<file path="config.mk">
export PLATFORM = sky130hd
export DESIGN_NAME = fenotipo_serial_eval
export DESIGN_NICKNAME = d
export VERILOG_FILES = /design/src/rtl/fenotipo_pkg.sv /design/src/rtl/fenotipo_serial_eval_cgp_column_eval.sv /design/src/rtl/fenotipo_serial_eval.sv
export SDC_FILE = /design/constraint.sdc
export NUM_CORES = 1
export LEC_CHECK = 0
export ABC_AREA = 1
export BUFFER_PORTS_ARGS = -buffer_cell sky130_fd_sc_hd__buf_2
export CORE_AREA = 10 10 162 164
export DETAILED_ROUTE_END_ITERATION = 12
export DIE_AREA = 0 0 172 174
export PLACE_DENSITY = 0.74
export SYNTH_ARGS = -nofsm -noshare
export SYNTH_HDL_FRONTEND = slang
export SYNTH_SLANG_ARGS = --single-unit
</file>
<file path="constraint.sdc">
create_clock -name clk -period 5.75 [get_ports clk]
set_input_delay 1.15 -clock clk [delete_from_list [all_inputs] [get_ports clk]]
set_output_delay 1.15 -clock clk [all_outputs]
set_load 0.005 [all_outputs]
</file>
<file path="src/rtl/fenotipo_pkg.sv">
// Shared types and layout helpers for the serial phenotype evaluator.
// Field offsets describe where each gene lives inside the flat chromosome.
package fenotipo_pkg;

    typedef enum logic [1:0] {
        ST_IDLE = 2'd0,
        ST_LOAD = 2'd1,
        ST_EVAL = 2'd2,
        ST_DONE = 2'd3
    } state_e;

    function automatic int calc_bits_sel(input int in_n, input int nodes);
        return $clog2(in_n + nodes);
    endfunction

    function automatic int calc_chrom_w(input int nodes, input int k, input int out_n, input int bits_sel);
        return nodes * (2 ** k) + out_n * bits_sel + nodes * k * bits_sel;
    endfunction

    function automatic int calc_nwords(input int chrom_w, input int word);
        return (chrom_w + word - 1) / word;
    endfunction

    function automatic int calc_fit_w(input int out_n, input int in_n);
        return $clog2(out_n * (2 ** in_n) + 1);
    endfunction

    function automatic int lut_off(input int n, input int k);
        return n * (2 ** k);
    endfunction

    function automatic int out_sel_off(input int o, input int nodes, input int k, input int bits_sel);
        return nodes * (2 ** k) + o * bits_sel;
    endfunction

    function automatic int in_sel_off(input int n, input int b, input int nodes, input int k,
                                      input int out_n, input int bits_sel);
        return nodes * (2 ** k) + out_n * bits_sel + (n * k + b) * bits_sel;
    endfunction

endpackage

</file>
<file path="src/rtl/fenotipo_serial_eval_cgp_column_eval.sv">
// Combinational evaluation of one grid column: ROWS LUT nodes fed from the
// primary inputs and the registered node values of earlier columns.
module cgp_column_eval
    import fenotipo_pkg::*;
#(
    parameter int IN   = 4,
    parameter int OUT  = 2,
    parameter int ROWS = 2,
    parameter int COLS = 3,
    parameter int K    = 4
) (
    input  logic [calc_chrom_w(ROWS*COLS, K, OUT, calc_bits_sel(IN, ROWS*COLS))-1:0] chrom,
    input  logic [IN+ROWS*COLS-1:0]                                                  vals,
    input  logic [$clog2(COLS+1)-1:0]                                                col,
    output logic [ROWS-1:0]                                                          col_out
);

    localparam int NODES    = ROWS * COLS;
    localparam int BITS_SEL = calc_bits_sel(IN, NODES);
    localparam int LUT_N    = 2 ** K;

    logic [BITS_SEL-1:0] sel_s;
    logic [K-1:0]        addr_s;
    logic [LUT_N-1:0]    lut_s;
    int                  node_s;

    // Selectors pointing at the same or a later column read 0 so the grid stays feed-forward.
    always_comb begin
        col_out = '0;
        sel_s   = '0;
        addr_s  = '0;
        lut_s   = '0;
        node_s  = 0;
        if (int'(col) < COLS) begin
            for (int r = 0; r < ROWS; r++) begin
                node_s = int'(col) * ROWS + r;
                addr_s = '0;
                for (int b = 0; b < K; b++) begin
                    sel_s = chrom[in_sel_off(node_s, b, NODES, K, OUT, BITS_SEL) +: BITS_SEL];
                    if (int'(sel_s) < IN + int'(col) * ROWS) begin
                        addr_s[b] = vals[sel_s];
                    end else begin
                        addr_s[b] = 1'b0;
                    end
                end
                lut_s      = chrom[lut_off(node_s, K) +: LUT_N];
                col_out[r] = lut_s[addr_s];
            end
        end else begin
            col_out = '0;
        end
    end

endmodule

</file>
<file path="src/rtl/fenotipo_serial_eval.sv">
// Phenotype evaluator top: word-serial chromosome load, column-per-cycle grid
// evaluation over every input vector, and fitness accumulation against a target.
module fenotipo_serial_eval
    import fenotipo_pkg::*;
#(
    parameter int IN   = 4,
    parameter int OUT  = 2,
    parameter int ROWS = 2,
    parameter int COLS = 3,
    parameter int K    = 4,
    parameter int WORD = 8
) (
    input  logic                                      clk,
    input  logic                                      rst_n,
    input  logic                                      start,
    input  logic [WORD-1:0]                           load_data,
    input  logic                                      load_valid,
    output logic                                      load_ready,
    input  logic [OUT*(2**IN)-1:0]                    target,
    output logic                                      busy,
    output logic                                      done,
    output logic [calc_fit_w(OUT, IN)-1:0]            fitness
);

    localparam int NODES    = ROWS * COLS;
    localparam int VECS     = 2 ** IN;
    localparam int BITS_SEL = calc_bits_sel(IN, NODES);
    localparam int CHROM_W  = calc_chrom_w(NODES, K, OUT, BITS_SEL);
    localparam int NWORDS   = calc_nwords(CHROM_W, WORD);
    localparam int FIT_W    = calc_fit_w(OUT, IN);
    localparam int WCNT_W   = (NWORDS > 1) ? $clog2(NWORDS) : 1;
    localparam int COL_W    = $clog2(COLS + 1);

    state_e              state_q, state_d;
    logic                busy_q, busy_d;
    logic                done_q, done_d;
    logic                load_ready_q, load_ready_d;
    logic [FIT_W-1:0]    fitness_q, fitness_d;
    logic [FIT_W-1:0]    acc_q, acc_d, acc_new_s;
    logic [WCNT_W-1:0]   word_cnt_q, word_cnt_d;
    logic [CHROM_W-1:0]  chrom_q, chrom_d;
    logic [IN-1:0]       vec_q, vec_d;
    logic [COL_W-1:0]    col_q, col_d;
    logic [NODES-1:0]    node_q, node_d;
    logic [IN+NODES-1:0] vals_s;
    logic [ROWS-1:0]     col_out_s;
    logic [BITS_SEL-1:0] osel_s;
    logic                obit_s;
    int                  bitpos_s;

    assign vals_s = {node_q, vec_q};

    cgp_column_eval #(
        .IN   (IN),
        .OUT  (OUT),
        .ROWS (ROWS),
        .COLS (COLS),
        .K    (K)
    ) u_col (
        .chrom   (chrom_q),
        .vals    (vals_s),
        .col     (col_q),
        .col_out (col_out_s)
    );

    // Compare cycle: count output bits that agree with the target for the current vector.
    always_comb begin
        acc_new_s = acc_q;
        osel_s    = '0;
        obit_s    = 1'b0;
        for (int o = 0; o < OUT; o++) begin
            osel_s = chrom_q[out_sel_off(o, NODES, K, BITS_SEL) +: BITS_SEL];
            if (int'(osel_s) < IN + NODES) begin
                obit_s = vals_s[osel_s];
            end else begin
                obit_s = 1'b0;
            end
            if (obit_s == target[o * VECS + int'(vec_q)]) begin
                acc_new_s = acc_new_s + FIT_W'(1'b1);
            end else begin
                acc_new_s = acc_new_s;
            end
        end
    end

    // Sequencer: load words, sweep columns then compare for each vector, publish fitness.
    always_comb begin
        state_d      = state_q;
        busy_d       = busy_q;
        done_d       = 1'b0;
        load_ready_d = load_ready_q;
        fitness_d    = fitness_q;
        acc_d        = acc_q;
        word_cnt_d   = word_cnt_q;
        chrom_d      = chrom_q;
        vec_d        = vec_q;
        col_d        = col_q;
        node_d       = node_q;
        bitpos_s     = 0;
        case (state_q)
            ST_IDLE: begin
                if (start) begin
                    state_d      = ST_LOAD;
                    busy_d       = 1'b1;
                    load_ready_d = 1'b1;
                    word_cnt_d   = '0;
                    acc_d        = '0;
                    vec_d        = '0;
                    col_d        = '0;
                end else begin
                    state_d = ST_IDLE;
                end
            end
            ST_LOAD: begin
                if (load_valid && load_ready_q) begin
                    // Bits past the chromosome end in the final word are dropped.
                    for (int i = 0; i < WORD; i++) begin
                        bitpos_s = int'(word_cnt_q) * WORD + i;
                        if (bitpos_s < CHROM_W) begin
                            chrom_d[bitpos_s] = load_data[i];
                        end else begin
                            chrom_d = chrom_d;
                        end
                    end
                    if (word_cnt_q == WCNT_W'(NWORDS - 1)) begin
                        state_d      = ST_EVAL;
                        load_ready_d = 1'b0;
                        word_cnt_d   = '0;
                    end else begin
                        word_cnt_d = word_cnt_q + WCNT_W'(1'b1);
                    end
                end else begin
                    state_d = ST_LOAD;
                end
            end
            ST_EVAL: begin
                if (int'(col_q) < COLS) begin
                    for (int r = 0; r < ROWS; r++) begin
                        node_d[int'(col_q) * ROWS + r] = col_out_s[r];
                    end
                    col_d = col_q + COL_W'(1'b1);
                end else begin
                    acc_d = acc_new_s;
                    col_d = '0;
                    vec_d = vec_q + IN'(1'b1);
                    if (vec_q == {IN{1'b1}}) begin
                        state_d   = ST_DONE;
                        done_d    = 1'b1;
                        busy_d    = 1'b0;
                        fitness_d = acc_new_s;
                    end else begin
                        state_d = ST_EVAL;
                    end
                end
            end
            ST_DONE: begin
                state_d = ST_IDLE;
            end
            default: begin
                state_d      = ST_IDLE;
                busy_d       = 1'b0;
                load_ready_d = 1'b0;
            end
        endcase
    end

    // State and datapath registers.
    always_ff @(posedge clk or negedge rst_n) begin
        if (!rst_n) begin
            state_q      <= ST_IDLE;
            busy_q       <= 1'b0;
            done_q       <= 1'b0;
            load_ready_q <= 1'b0;
            fitness_q    <= '0;
            acc_q        <= '0;
            word_cnt_q   <= '0;
            chrom_q      <= '0;
            vec_q        <= '0;
            col_q        <= '0;
            node_q       <= '0;
        end else begin
            state_q      <= state_d;
            busy_q       <= busy_d;
            done_q       <= done_d;
            load_ready_q <= load_ready_d;
            fitness_q    <= fitness_d;
            acc_q        <= acc_d;
            word_cnt_q   <= word_cnt_d;
            chrom_q      <= chrom_d;
            vec_q        <= vec_d;
            col_q        <= col_d;
            node_q       <= node_d;
        end
    end

    assign load_ready = load_ready_q;
    assign busy       = busy_q;
    assign done       = done_q;
    assign fitness    = fitness_q;

endmodule

</file>
==> impl_metrics.yaml, run 1 <==
timing:
  finalHoldViolations: 0
  rsz0062_at_grt: "false"
  period_needed_ps: 4020
  fin_skew_ps: 26.8
  worst_pin_slew_ps: 1090
  max_slew_margin_pct: 26.4
  layout_worst_path_cycle_share_pct: 69.8
  setup_viol: 0
  drv_slew: 0
  setup_tns_ps: 0
  fmax_mhz: 249
die:
  dieArea_sq_mm: 0.0299
  die_width_microns: 172
  num_rows: 56
  initial_core_util_pct: 59.0
  core-area_sq_mm: 0.0231
  die_h_microns: 174
  pin_count: 53
critical_path:
  crit_required_ps: 6170
  cp-start-kind: "register"
  worstPathArrival_ps: 4430
  startpoint: "col_q[0]$_DFFE_PN0P_"
  rrSetupSlack_ps: 1730
  r2r-start: "col_q[0]$_DFFE_PN0P_"
  critPathKind: "reg2reg"
  cp-end-kind: "register"
  cp_max_fo: 80
routing:
  vias: 12943
  vias_per_cell: 5.98
  drt_iter0_drc: 1603
  drtAntennaViolNets: 0
  drt-total-wl_microns: 40300
  firstDrtPassIters: 6
  wl_per_cell_microns: 18.6
  drc: 0
final_layout:
  design_area_sq_mm: 0.0148
  diodes: 0
  synthToLayoutAreaGrowth_pct: 8.27
  final_util_pct: 63.9
  nets: 1924
  drive_above_1_share_pct: 8.43
power:
  leakage_nw: 6.97
  max-vdd-ir-drop_uv: 290
  power_density_mw_per_mm2: 486
  finalPower_mw: 7.18
hold_path:
  min_from: "chrom_q[71]$_DFFE_PN0P_"
  min_path_type: "reg2reg"
place:
  gp_congestion: 0.991
  hpwl_microns: 26500
  place_area_sq_mm: 0.0139
  numPortBuffers: 52
global_route:
  grt_usage_pct: 26.5
  grt_max_degree: 121
  met1_usage_pct: 37.4
  grt_util_met2_pct: 40.1
  grt_pass1_vias: 12023
  top_usage_layer: "met2"
  grt_pass1_wl_microns: 64300
  antenna_found_initial: 0
  grtUsageMet3_pct: 4.37
  grt_overflow_total: 0
cts:
  cts_max_level: 1
  cts_tree: "yes"
  clk_pin_slew_ps: 60
  clock_latency_ps: 550
  clockBufferDepth: 3
  cts_resized: 0
  ctsHoldBuffers: 0
  cts_setup_buffers: 0
  clockRootBuffer: "clkbuf_16"
  cts_buffers: 26
  clock-sinks: 234
yosys:
  synth_cells: 1864
  dominantRegCellSynth: "dfrtp_1"
  synth_seq_cells: 234
  async_reset_ff_share_pct: 100
  yosysSeqAreaShare_pct: 42.9
  syn-num-nets: 1933
  synth_cell_type_count: 57
  yosysWarnings: 0
  syn_avg_cell_area_sq_um: 7.32
  netlist_area_sq_mm: 0.0137
  synth-edff-count: 0
status:
  run_status: "finished, final reports clean"
job:
  max_cap_viol_count: 0
-- registers in the layout (all words and copies together) (netlist names), named ones only --
| register | count |
|---|---|
| acc_q | 6 |
| busy | 1 |
| chrom_q | 200 |
| col_q | 2 |
| done | 1 |
| fitness | 6 |
| load_ready | 1 |
| node_q | 6 |
| state_q | 1 |
| vec_q | 4 |
| word_cnt_q | 5 |
-- Yosys cell counts, drive strengths merged, types with 3 or more instances --
cell       n  share of area (%)
a211oi     4               0.22
a21oi    110                4.2
a31oi      8               0.37
a32o       6               0.44
a32oi      4               0.31
buf       51                2.4
clkbuf    50                1.4
clkinv     3              0.082
dfrtp    234                 43
ha        25                2.3
inv      143                4.0
nand2    550                 15
nand3    114                4.3
nand3b     3               0.16
nand4     19               0.87
nor2     105                3.2
nor3      17               0.66
o2111ai    3               0.19
o211ai    20                1.2
o21a      10               0.55
o21ai    345                 13
o22ai      5               0.23
or2       11               0.50
xnor2      5               0.38
xor2       3               0.19
-- report_power, final --
group | internal [mW] | total [mW] | switching, mW
registers | 1.95 | 2.19 | 0.242
logic | 1.02 | 3.27 | 2.25
clock network | 1.01 | 1.72 | 0.713
-- layout make-up --
| type | instances | area, sq um |
|---|---|---|
| Clock inverter | 17 | 190 |
| Timing Repair Buffer | 64 | 385 |
| Inverter | 146 | 553 |
| Multi-Input combinational cell | 1383 | 6730 |
| Sequential cell | 234 | 5860 |
| Tap cell | 290 | 363 |
| Clock buffer | 30 | 696 |
| Fill cell | 2055 | 8340 |
-- worst paths after layout --
| check | endpoint | cells after the start |
|---|---|---|
| max reg2reg | node_q[5]$_DFFE_PN0P_ | 18 |
| min reg2reg | chrom_q[71]$_DFFE_PN0P_ | 2 |
| min in group asynchronous | fitness[3]$_DFFE_PN0P_ | 1 |
| min | chrom_q[71]$_DFFE_PN0P_ | 2 |
| max in group asynchronous | col_q[0]$_DFFE_PN0P_ | 2 |
| max | node_q[5]$_DFFE_PN0P_ | 18 |
-- metrics by stage --
stage,hold WS [ps],std cells,setup slack (ps)
6_report,473,2164,1730
5_1_grt,493,2164,1390
4_1_cts,474,2164,1840
3_5_place_dp,459,2117,1840
3_3_place_gp,458,2117,1980
2_1_floorplan,442,1864,1670
-- critical path, cell delays in order (launching register included) --
cell	delay, ps
dfrtp_4	420
buf_4	510
buf_4	720
a21oi_1	150
o21ai_0	120
nand2_1	80
nand2_1	60
nand2_1	140
ha_1	320
a21oi_1	130
o21ai_0	160
a21oi_4	270
nand2_2	160
nand2_1	100
nand3_1	80
nand3_1	90
nand3b_1	80
nand2_1	120
a21oi_1	80
-- layer usage --
metal / vias to the layer above / routed length (microns)
met5: - / 0
met4: 0 / 1370
li1: 6183 / -
met3: 101 / 3510
met1: 6075 / 17700
met2: 584 / 17800
-- cells in the final DEF (no fill, tap or decap), types with 3 or more instances in the layout --
| master | Yosys | final |
|---|---|---|
| clkbuf_16 | 0 | 26 |
| clkinv_1 | 3 | 3 |
| nand3_2 | 3 | 3 |
| nor3_1 | 16 | 16 |
| nor2_2 | 6 | 6 |
| a211oi_1 | 4 | 4 |
| xnor2_1 | 4 | 4 |
| or2_1 | 4 | 4 |
| a32o_1 | 6 | 6 |
| ha_1 | 25 | 25 |
| o21ai_2 | 6 | 6 |
| dfrtp_1 | 234 | 233 |
| nand3b_1 | 3 | 3 |
| o21a_1 | 10 | 10 |
| or2_0 | 3 | 3 |
| or2_2 | 4 | 4 |
| clkinv_2 | 0 | 6 |
| clkinvlp_4 | 0 | 6 |
| a32oi_1 | 3 | 3 |
| inv_1 | 134 | 134 |
| a21oi_1 | 107 | 107 |
| buf_4 | 9 | 10 |
| inv_2 | 7 | 7 |
| a31oi_1 | 8 | 8 |
| nor2_1 | 97 | 97 |
| xor2_1 | 3 | 3 |
| o22ai_1 | 5 | 5 |
| nand4_1 | 19 | 19 |
| nand3_1 | 111 | 111 |
| buf_2 | 29 | 51 |
| nand2_1 | 543 | 543 |
| nand2_2 | 7 | 7 |
| o2111ai_1 | 3 | 3 |
| o211ai_1 | 19 | 19 |
| clkbuf_8 | 0 | 3 |
| o21ai_0 | 321 | 321 |
| o21ai_1 | 18 | 18 |
| bufinv_16 | 0 | 3 |
-- kinds of logic (layout without fill, tap and decap cells) --
kind of cell               Yosys count  in the layout  synth area share [%]
muxes                                2              2                 0.165
xor gates and xnor gates             8              8                 0.568
DFF                                234            234                  42.9
AOI/OAI and AO/OA                  524            524                  21.0
buffers and inverters              247            257                  7.78
adders and majority gates           25             25                  2.29
and+or+nand+nor                    824            824                  25.3
(Power assumes the default switching activity.)
==> inputs of run 2 (changes only) <==
CORE_AREA = 10 10 166 168   (was 10 10 162 164)
DIE_AREA = 0 0 176 178   (was 0 0 172 174)
clock period = 3.5 ns   (was 5.75 ns; I/O delays follow)
==> run 2 against run 1 <==
Compared with the run above:
- flip-flop and latch count is the same
- worst hold slack worse by 330 ps
- first-iteration DRC count down 9.7%
- clock power increased by 67%
- total power increased by 66%
- clock skew decreased by 7.1 ps
- sequential share of layout area decreased by 0.60 points
==> impl_metrics.yaml, run 2 (synthesized netlist as in run 1, its figures left out) <==
critical_path:
  cp-end-kind: "register"
  critPathKind: "reg2reg"
  cp_max_fo: 20
  crit_required_ps: 3970
  rrSetupSlack_ps: 270
  worstPathArrival_ps: 3700
  cp-start-kind: "register"
die:
  pin_count: 53
  die_width_microns: 176
  die_h_microns: 178
  core-area_sq_mm: 0.0241
  initial_core_util_pct: 56.6
  num_rows: 57
  dieArea_sq_mm: 0.0313
routing:
  vias_per_cell: 5.87
  wl_per_cell_microns: 18.8
  drt-total-wl_microns: 41600
  vias: 12991
  drc: 0
  drtAntennaViolNets: 0
  firstDrtPassIters: 6
  drt_iter0_drc: 1448
final_layout:
  final_cell_mix: "nand2_1 (542), o21ai_0 (319), dfrtp_1 (233)"
  nets: 1939
  design_area_sq_mm: 0.0150
  diodes: 0
  final_util_pct: 62.3
  drive_above_1_share_pct: 9.16
  top_register: "chrom_q"
  synthToLayoutAreaGrowth_pct: 9.93
  final_common_cell: "nand2_1"
  largest_reg_flops: 200
power:
  power_density_mw_per_mm2: 792
  finalPower_mw: 11.9
  max-vdd-ir-drop_uv: 456
  leakage_nw: 7.08
cts:
  cts_tree: "yes"
  cts_setup_buffers: 0
  ctsHoldBuffers: 0
  clock-sinks: 234
  cts_resized: 0
  clock_latency_ps: 550
  cts_buffers: 26
  cts_max_level: 1
  clockBufferDepth: 3
  clk_pin_slew_ps: 60
  clockRootBuffer: "clkbuf_16"
global_route:
  antenna_found_initial: 0
  grt_overflow_total: 0
  grt_pass1_wl_microns: 66600
  grt_max_degree: 82
  grt_pass1_vias: 11929
  grt_usage_pct: 26.4
timing:
  fin_skew_ps: 19.6
  worst_pin_slew_ps: 1100
  rsz0062_at_grt: "false"
  drv_slew: 0
  fmax_mhz: 310
  period_needed_ps: 3230
  layout_worst_path_cycle_share_pct: 92.3
  max_slew_margin_pct: 26.5
  setup_viol: 0
  finalHoldViolations: 0
place:
  numPortBuffers: 52
  place_area_sq_mm: 0.0141
  gp_congestion: 0.999
  hpwl_microns: 28000
job:
  max_cap_viol_count: 0
status:
  run_status: "finished, final reports clean"
hold_path:
  min_path_type: "in2async"
run 2: path summary, 6_finish.rpt:
| path | start | to | cells past startpoint |
|---|---|---|---|
| max | col_q[0]$_DFFE_PN0P_ | node_q[4]$_DFFE_PN0P_ | 16 |
| max in group asynchronous | rst_n | chrom_q[76]$_DFFE_PN0P_ | 2 |
| min | rst_n | fitness[0]$_DFFE_PN0P_ | 1 |
| min reg2reg | chrom_q[71]$_DFFE_PN0P_ | chrom_q[71]$_DFFE_PN0P_ | 2 |
| min in group clk | load_data[1] | chrom_q[25]$_DFFE_PN0P_ | 3 |
| max reg2reg | col_q[0]$_DFFE_PN0P_ | node_q[4]$_DFFE_PN0P_ | 16 |
run 2: metal layers:
layer  track usage (%)  wire, microns  up-vias
met5                 0              0        -
met4              9.40           1360        0
met3              4.12           3760       95
met2              41.3          18300      597
met1              36.6          18200     6065
li1                  -              -     6234
run 2: metrics by stage:
| stage | instances | hold WS (ps) | setup WS, ps | setup TNS [ps] |
|---|---|---|---|---|
| 2_1_floorplan | 1864 | 404 | -9.83 | -29.4 |
| 3_3_place_gp | 2166 | 457 | 421 | 0 |
| 3_5_place_dp | 2166 | 459 | 322 | 0 |
| 4_1_cts | 2213 | 184 | 310 | 0 |
| 5_1_grt | 2213 | 187 | 7.81 | 0 |
| 6_report | 2213 | 141 | 270 | 0 |
run 2: worst max-delay path, cell delays in order, from the launching register on:
cell and delay [ps]:
dfrtp_4 440, inv_4 50, ha_4 350, inv_6 120, nor2_8 300, o21ai_0 130
o21ai_0 390, ha_1 330, a21oi_1 200, nand2_1 70, a21oi_1 130, nand3_1 160
nand2_1 100, nand2_1 60, nand2_1 110, nand4_1 100, nand2_1 60
run 2: area by class of cell:
| type | instances | area, sq um |
|---|---|---|
| Tap cell | 324 | 405 |
| Timing Repair Buffer | 79 | 539 |
| Clock inverter | 11 | 135 |
| Inverter | 146 | 556 |
| Clock buffer | 36 | 759 |
| Multi-Input combinational cell | 1383 | 6750 |
| Sequential cell | 234 | 5860 |
| Fill cell | 2193 | 9100 |
run 2: power by group:
group	switching, mW	leakage (nW)	internal, mW
logic	3.67	3.50	1.74
clock network	1.15	0.440	1.73
registers	0.394	3.14	3.20
==> inputs of run 3 (changes only) <==
BUFFER_PORTS_ARGS = -buffer_cell sky130_fd_sc_hd__clkbuf_2   (was -buffer_cell sky130_fd_sc_hd__buf_2)
==> run 3 against run 2 <==
Compared with the run above:
- setup slack worse by 50 ps
- sequential share of layout area fell by 0.30 points
- cell area increased by 0.78%
- worst hold slack worse by 31 ps
- cell count increased by 0.41%
- critical endpoint unchanged
- largest power group unchanged
- highest routed layer unchanged
==> impl_metrics.yaml, run 3 (synthesized netlist as in run 1, its figures left out) <==
place:
  hpwl_microns: 29000
  dpl_worst_slack_ps: 229
  gp_congestion: 0.962
  numPortBuffers: 52
  place_area_sq_mm: 0.0141
routing:
  drt-total-wl_microns: 43000
  wl_per_cell_microns: 19.3
  firstDrtPassIters: 6
  vias_per_cell: 5.93
  drt_iter0_drc: 1462
  drc: 0
  drtAntennaViolNets: 0
  vias: 13166
critical_path:
  critPathKind: "reg2reg"
  cp_cell_sequence: "inv_4 -> ha_4 -> buf_4 -> nand2_1 -> o211ai_1 -> o21ai_0 -> a32oi_1 -> inv_1 -> ha_1 -> a21oi_1 -> nand2_1 -> a21oi_1 -> nand3_1 -> nand2_1 -> nand2_1 -> nand2_1 -> nand4_1 -> nand2_1"
  r2r_cells: 18
  cp_common_cell: "nand2_1"
  cp-start-kind: "register"
  rrSetupSlack_ps: 220
  cp_max_fo: 23
  slowest_delay_ps: 490
  r2r-start: "col_q[0]$_DFFE_PN0P_"
  crit_required_ps: 4000
  cp_slowest_cell: "dfrtp_4"
  cp-end-kind: "register"
  timing.rr.end: "node_q[4]$_DFFE_PN0P_"
  worstPathArrival_ps: 3780
global_route:
  grt_overflow_total: 0
  grt_usage_pct: 26.9
  grt_pass1_vias: 12088
  antenna_found_initial: 0
  grt_pass1_wl_microns: 67300
  grt_max_degree: 138
die:
  initial_core_util_pct: 56.6
  num_rows: 57
  dieArea_sq_mm: 0.0313
  pin_count: 53
  die_h_microns: 178
  die_width_microns: 176
  core-area_sq_mm: 0.0241
final_layout:
  final_cell_mix: "nand2_1 (542), o21ai_0 (318), dfrtp_1 (233)"
  design_area_sq_mm: 0.0151
  nets: 1946
  largest_reg_flops: 200
  top_register: "chrom_q"
  final_common_cell: "nand2_1"
  fillers: 2203
  diodes: 0
  synthToLayoutAreaGrowth_pct: 10.8
  drive_above_1_share_pct: 9.48
timing:
  setup_tns_ps: 0
  finalHoldViolations: 0
  fmax_mhz: 305
  worst_pin_slew_ps: 1080
  max_slew_margin_pct: 27.8
  fin_skew_ps: 7.78
  timing.final.ws_setup_ps: 220
  drv_slew: 0
  layout_worst_path_cycle_share_pct: 93.7
  setup_viol: 0
  rsz0062_at_grt: "false"
  period_needed_ps: 3280
  finalHoldWorstSlack_ps: 110
cts:
  clock-sinks: 234
  cts_buffers: 27
  clockBufferDepth: 3
  cts_max_level: 1
  clockRootBuffer: "clkbuf_16"
  clk_pin_slew_ps: 70
  cts_tree: "yes"
  clock_latency_ps: 560
status:
  run_status: "finished, final reports clean"
job:
  max_cap_viol_count: 0
hold_path:
  min_path_type: "in2async"
power:
  finalPower_mw: 12.3
  max-vdd-ir-drop_uv: 524
  power_density_mw_per_mm2: 813
  leakage_nw: 7.15
## run 3: through the flow
stage / instances / util [%]
detailed placement: 2164 / 58.4
CTS: 2214 / 62.2
floorplan: 1864 / -
finish: 2222 / 62.7
global placement: 2164 / 58.4
global route: 2222 / 62.7
## run 3: worst max-delay path by stage
stage / from / end / slack [ps] / cells after the start
3_3_place_gp: col_q[0]$_DFFE_PN0P_ / node_q[5]$_DFFE_PN0P_ / 370 / 14
6_report: col_q[0]$_DFFE_PN0P_ / node_q[4]$_DFFE_PN0P_ / 220 / 18
2_1_floorplan: col_q[0]$_DFFE_PN0P_ / node_q[1]$_DFFE_PN0P_ / -10 / 26
4_1_cts: col_q[0]$_DFFE_PN0P_ / node_q[4]$_DFFE_PN0P_ / 200 / 20
3_5_place_dp: col_q[0]$_DFFE_PN0P_ / node_q[4]$_DFFE_PN0P_ / 230 / 20
5_1_grt: col_q[0]$_DFFE_PN0P_ / node_q[2]$_DFFE_PN0P_ / 30 / 17
## run 3: layout make-up
type | count | area [sq um] | share of cell area (%)
repair buffers | 85 | 626 | 4.14
inverters | 146 | 556 | 3.67
clock inverters | 9 | 118 | 0.778
flip-flops and latches | 234 | 5860 | 38.7
multi-input cells | 1383 | 6750 | 44.7
well taps | 324 | 405 | 2.68
clock buffers | 41 | 808 | 5.34
## run 3: worst max-delay path, delay by kind of cell (launching register included)
family / cells / cell delay, ps
compound gates: 5 / 940
fa+ha+maj: 2 / 570
buf+inv: 3 / 520
flops: 1 / 490
simple gates: 8 / 690
## run 3: report_power, final
part / leakage (nW) / switching [mW] / internal (mW)
Combinational: 3.56 / 3.93 / 1.85
Sequential: 3.14 / 0.376 / 3.21
Clock: 0.459 / 1.19 / 1.74
## run 3: timing repair
| action | CTS | global route |
|---|---|---|
| hold buffers | 0 | 0 |
| gates resized for setup | 0 | 4 |
| buffers inserted | 0 | 7 |
| endpoints found under the setup margin | 0 | 6 |
## run 3: routing by layer
layer / global-route usage, % / share of wire (%) / wire length (microns)
met2: 40.0 / 42 / 18100
met5: 0 / 0 / 0
met1: 37.0 / 43 / 18300
met4: 9.33 / 3.7 / 1600
met3: 7.59 / 12 / 4980
